==> config.mk <==
export PLATFORM = sky130hd
export DESIGN_NAME = regfile_mp_clr
export DESIGN_NICKNAME = d
export VERILOG_FILES = /design/src/rtl/regfile_mp_clr.sv
export SDC_FILE = /design/constraint.sdc
export NUM_CORES = 1
export LEC_CHECK = 0
export CORE_MARGIN = 10
export CORE_UTILIZATION = 45
export DETAILED_ROUTE_END_ITERATION = 10
export GPL_TIMING_DRIVEN = 0
export PLACE_DENSITY = 0.68
export SYNTH_ARGS = -nofsm -noshare
export SYNTH_HDL_FRONTEND = slang
export SYNTH_SLANG_ARGS = --single-unit
==> constraint.sdc <==
create_clock -name Clk -period 6.9 [get_ports Clk]
set_input_delay 1.725 -clock Clk [delete_from_list [all_inputs] [get_ports Clk]]
set_output_delay 1.725 -clock Clk [all_outputs]
set_load 0.02 [all_outputs]
==> src/rtl/regfile_mp_clr.sv <==
// rtl/regfile_mp_clr.sv - multi-read-port register file with hardware clear sequencer
//
// Purpose: single-write, NUM_RD-read register file for the ID stage. After reset
// or a Clear request, a sequencer zeroes one entry per clock. Ready rises on the
// edge that zeroes the last entry. Register 0 can be hardwired to zero.
//
// Optional feature macro: REGFILE_BYPASS_EN
//   Defined: write-through forwarding of busW to any read port addressing Rw.
//   Undefined: reads always return the stored value.
//
// Ports:
//   Clk       in   1              rising-edge clock
//   Rst_n     in   1              asynchronous active-low reset
//   Run       in   1              0 = reads return 0 and writes are dropped
//   Clear     in   1              restart the clear sequence (wins over a write)
//   Raddr     in   NUM_RD*AW      packed read addresses, port i at [i*AW +: AW]
//   Rdata     out  NUM_RD*WIDTH   packed read data, port i at [i*WIDTH +: WIDTH]
//   Rw        in   AW             write address
//   busW      in   WIDTH          write data
//   RegWr     in   1              write enable
//   Overflow  in   1              ALU overflow, suppresses the write
//   Ready     out  1              clear sequence complete

module regfile_mp_clr #(
    parameter int WIDTH    = 32,
    parameter int DEPTH    = 32,
    parameter int AW       = $clog2(DEPTH),
    parameter int NUM_RD   = 2,
    parameter int ZERO_REG = 1
) (
    input  logic                    Clk,
    input  logic                    Rst_n,
    input  logic                    Run,
    input  logic                    Clear,
    input  logic [NUM_RD*AW-1:0]    Raddr,
    output logic [NUM_RD*WIDTH-1:0] Rdata,
    input  logic [AW-1:0]           Rw,
    input  logic [WIDTH-1:0]        busW,
    input  logic                    RegWr,
    input  logic                    Overflow,
    output logic                    Ready
);

    typedef enum logic {
        S_CLEAR = 1'b0,
        S_READY = 1'b1
    } state_t;

    state_t             r_state;
    logic [AW-1:0]      r_idx;
    logic               r_ready;
    logic [WIDTH-1:0]   r_mem [DEPTH];

    logic               w_zero_wr;
    logic               w_wr_commit;

    // A write to the hardwired zero register is dropped rather than stored.
    assign w_zero_wr   = (ZERO_REG != 0) && (Rw == '0);
    assign w_wr_commit = (r_state == S_READY) && Run && RegWr && !Overflow
                         && !Clear && !w_zero_wr;

    // Sequencer: the index walks all entries once; the edge that clears the last
    // entry also moves to READY, so Ready rises DEPTH edges after the restart.
    always_ff @(posedge Clk or negedge Rst_n) begin
        if (!Rst_n) begin
            r_state <= S_CLEAR;
            r_idx   <= '0;
            r_ready <= 1'b0;
        end else if (Clear) begin
            r_state <= S_CLEAR;
            r_idx   <= '0;
            r_ready <= 1'b0;
        end else if (r_state == S_CLEAR) begin
            r_idx <= r_idx + AW'(1);
            if (r_idx == AW'(DEPTH - 1)) begin
                r_state <= S_READY;
                r_ready <= 1'b1;
            end
        end
    end

    // Storage has no reset; the sequencer is the only initialisation path.
    // While Clear is high nothing is written, so a colliding write is lost.
    always_ff @(posedge Clk) begin
        if (!Clear) begin
            if (r_state == S_CLEAR) begin
                r_mem[r_idx] <= '0;
            end else if (w_wr_commit) begin
                r_mem[Rw] <= busW;
            end
        end
    end

    for (genvar gi = 0; gi < NUM_RD; gi++) begin : g_rd
        logic [AW-1:0]    w_raddr;
        logic [WIDTH-1:0] w_rdata;

        assign w_raddr = Raddr[gi*AW +: AW];

        always_comb begin
            w_rdata = r_mem[w_raddr];
            if (!r_ready || !Run || ((ZERO_REG != 0) && (w_raddr == '0))) begin
                w_rdata = '0;
            end
`ifdef REGFILE_BYPASS_EN
            // Forward the write committing on the next edge (WB-to-ID in one cycle).
            else if (w_wr_commit && (Rw == w_raddr)) begin
                w_rdata = busW;
            end
`endif
        end

        assign Rdata[gi*WIDTH +: WIDTH] = w_rdata;
    end

    assign Ready = r_ready;

endmodule

==> results <==
- The number of buffers created by CTS is 102.
- The pre-antenna-repair detailed-routing pass consisted of 9 iterations.
- Routability-driven placement finished with a final weighted congestion of around 0.96.
- In the final routed layout, each cell accounts on average for 37.6 µm.
- The global-route wire length before repair is roughly 240 mm.
- Power spread over the standard cell area amounts to roughly 240 nW/µm².
- The initial standard-cell utilization of the core is 0.455.
- The clock root buffer master is clkbuf_16.
- The commonest cells after synthesis are 1024 x edfxtp_1, 572 x mux2i_1, 242 x mux4_2.
- The netlist area before placement is just under 50000 µm².
- The final net count is 3178.
- Of the post-synthesis cell area, the dominant cell type holds 0.630.
- In the post-route analysis, the smallest setup slack over all paths is -0.129 ns.
- The critical path data arrival time is 5.30 ns.
- The worst hold margin is 0.677 ns.
- The number of synthesized flops with an enable pin is 1024.
- In this run the critical register-to-register path is captured at r_mem[13][21].
- For this run, asynchronously set or reset flops after synthesis account for 0.00679.
- The max-slew headroom at the worst pin is 0.0370.
- For the final database, setup skew stands at 0.0210 ns.
- The longest individual stage delay on the worst path is 0.76 ns.
- The area added between synthesis and finish is 15.9%.
- The non-filler instance count after layout is 4614.
- Static timing analysis puts the maximum clock frequency at ~140 MHz.
- The signal on the critical path passes through clkdlybuf4s50_1 > buf_2 > buf_4 > buf_4 > mux2i_1 > a22oi_1 > nand3_1 > o2111ai_1 > clkdlybuf4s50_1.
- The number of pins exceeding their max-slew limit in the final report was 0.
- The count of cells along the worst hold path is 3.
- For the pin with the worst max-slew slack, the measured transition is between 1 and 1.5 ns.
- The beginning of the worst hold path is r_idx[4].
- The detail route stage leaves a number of antenna-violating nets equal to 0.
- The count of cells along the worst register-to-register path is 9.
- The type of origin of the critical path is an input port.
- The floorplan step set the die width to 349 µm.
- The sequential-to-total area share from yosys stat is 0.633.
- CTS built an H-tree with a depth of 3.
- The remaining routing DRC violations is 0.
- The flow ran to the end, but the final reports show violations.
- The path class of the tightest hold or removal check is reg -> reg.
- The critical path data required time is between 5 and 6 ns.
- The floorplan has 120 rows.
- The mean post-synth cell area is 17.0 µm².
- The total setup buffers inserted after CTS is 0.
- For the worst-skew pair, the clock arrives at the later sink with an insertion delay of 0.71 ns.
- Counting along the longest clock path gives a buffer depth of 3.
- In the global route stage, overall resource usage came out at 0.275.
- The checks that failed: negative setup slack.
- The number of hold violations in the final report is 0.
- The worst setup path is captured at an output port.
- The number of storage elements in the synthesis netlist is slightly above 1000.
- The critical path in this run is classified as in -> out.
- For this run, the share of the core covered by cells in the final layout is 0.527.
- Yosys attributes the largest share of cell area to edfxtp_1 63%, mux2i_1 12%, mux4_2 11%, a22oi_1 2.7%, mux2_2 1.5%.
- Pin placement for this block handled 118 I/O pins.
- The violation count after the first detailed-routing iteration is about 4800.
- Port buffering added 113 buffers.
- The share of cells above drive strength 1 is 0.243.
- The max-capacitance violation count is 0.
- In this run the critical register-to-register path is launched from r_state.
- For hold timing, the worst endpoint is r_idx[4].
- The largest net degree at the start of global routing is 33.
- The core area is 107000 µm².
- The number of antenna violations at the first check in global routing is 1.
- In this run the register-to-register setup slack is between 3 and 4 ns.
- The number of sinks driven by the clock tree is 1031.
- The analysis attributes to cell leakage a power of roughly 17 nW.
- The detail-routed via count per cell is about 7.0.
- The number of global-route vias before repair is about 32000.
- In the finished design, the share of the clock period the worst path needs comes to 1.02.
- The netlist uses 54 different library cells.
- Among all flip-flop cells after synthesis, the most frequent one is edfxtp_1.
- Subtracting the final worst setup slack from the clock period gives between 7 and 8 ns.
- The die area is 122000 µm².
- The total overflow left after global routing is 0.
- The total placed cells including tap cells is approximately 4400.
- The biggest area contributor in the post-synthesis netlist is edfxtp_1.
- The warning count from the yosys run is 0.
- The worst voltage drop across the vdd grid is 0.200 mV.
- The number of failing setup endpoints in the final timing report is 14.
- The most instantiated library cell after synthesis is edfxtp_1.
- The number of nets in the synthesized netlist is roughly 2900.
- The routed wire length is 174 mm.
- Counting every instance in the synthesized netlist gives 2873.
- The HPWL after detailed placement is 123 mm.
- From bottom edge to top edge, the die measures roughly 350 µm.
- After routing, the total negative slack on setup checks comes to -0.764 ns.
- The slowest cell on the critical path is clkdlybuf4s50_1.
- The clock tree from TritonCTS is built.
- The vias after detailed routing is roughly 32000.
- After layout, the design draws a total of around 14 mW.
- Clock-pin slew was measured on the worst setup and hold paths at ~0.060 ns.
- The maximum fanout along the worst path is 10.
[metrics by stage]
stage               area (µm²)  setup WS, ns
floorplan                48800          1.77
global placement         51700         -1.06
detailed placement       52800        -0.948
CTS                      56400       0.00532
global route             56600      -0.00292
finish                   56600        -0.129
[what timing repair did]
item / in CTS / in global routing
pin swaps: 0 / 1
hold endpoints to repair: 0 / 0
hold buffers: 0 / 0
gates resized for setup: 76 / 83
endpoints found under the setup margin: 62 / 44
[cells in the final DEF (no fill, tap or decap), types with 28 or more instances in the layout]
cell type        count
mux2i_1            571
nand4_1             40
o221ai_1            32
nand3_1             69
nand2_1            106
a211oi_1            29
buf_2               62
mux2_2              67
buf_4               53
clkbuf_16          102
mux4_2             242
clkdlybuf4s50_1    111
o22ai_1             32
and2_1              37
edfxtp_1          1024
a22oi_1            175
a211oi_2            31
clkbuf_2            46
nor2_4              28
clkbuf_1            75
[power by group]
group / internal, mW / switching, mW
Sequential: 6.83 / 0.0223
Combinational: 0.335 / 0.605
Clock: 3.25 / 2.51
Total: 10.4 / 3.14
[per-layer routing]
| metal | track usage | routed length, µm |
|---|---|---|
| met5 | 0 | 11 |
| met1 | 0.347 | 62200 |
| met2 | 0.426 | 79000 |
| met4 | 0.126 | 9260 |
| met3 | 0.0945 | 23100 |
[layout make-up]
type	count	area, µm²
diodes	3	7.51
plain buffers	234	1320
clock buffers	120	2620
clock inverters	69	776
fillers	8382	50800
inverters	3	11.3
multi-input cells	1604	17300
flip-flops and latches	1031	30900
well taps	1403	1760
repair buffers	147	1910
[worst max path at each step]
| stage | end | cells past startpoint | slack, ns | startpoint |
|---|---|---|---|---|
| 5_1_grt | Rdata[19] | 8 | -0.003 | Raddr[1] |
| 6_report | Rdata[63] | 9 | -0.13 | Raddr[7] |
| 4_1_cts | Rdata[18] | 9 | 0.005 | Raddr[1] |
| 3_3_place_gp | Rdata[18] | 6 | -1.06 | Raddr[3] |
| 2_1_floorplan | Rdata[18] | 7 | 1.77 | Raddr[2] |
| 3_5_place_dp | Rdata[18] | 6 | -0.95 | Raddr[3] |
[logic make-up (layout without fill, tap and decap cells)]
| logic type | count (synthesis) | count (layout) | synth area share |
|---|---|---|---|
| AND/OR/NAND/NOR | 339 | 339 | 0.0347 |
| XOR/XNOR | 3 | 3 | 0.000538 |
| flip-flops | 1031 | 1031 | 0.633 |
| adder cells (fa/ha/maj) | 2 | 2 | 0.000512 |
| other | 0 | 3 | 0 |
| buffers and inverters | 238 | 573 | 0.0248 |
| multiplexers | 881 | 881 | 0.244 |
| AO/OA/AOI/OAI | 379 | 379 | 0.0620 |
[flip-flops by register name (all words and copies together) (netlist names)]
name	cells
r_mem	1024
r_state	1
r_idx	5
Ready	1
[critical path: cells and delay by family]
kind | cells | cell delay, ns
AND/OR/NAND/NOR | 1 | 0.14
multiplexers | 1 | 0.31
buffers and inverters | 5 | 2.56
AO/OA/AOI/OAI | 2 | 0.54
(Power assumes the default switching activity.)
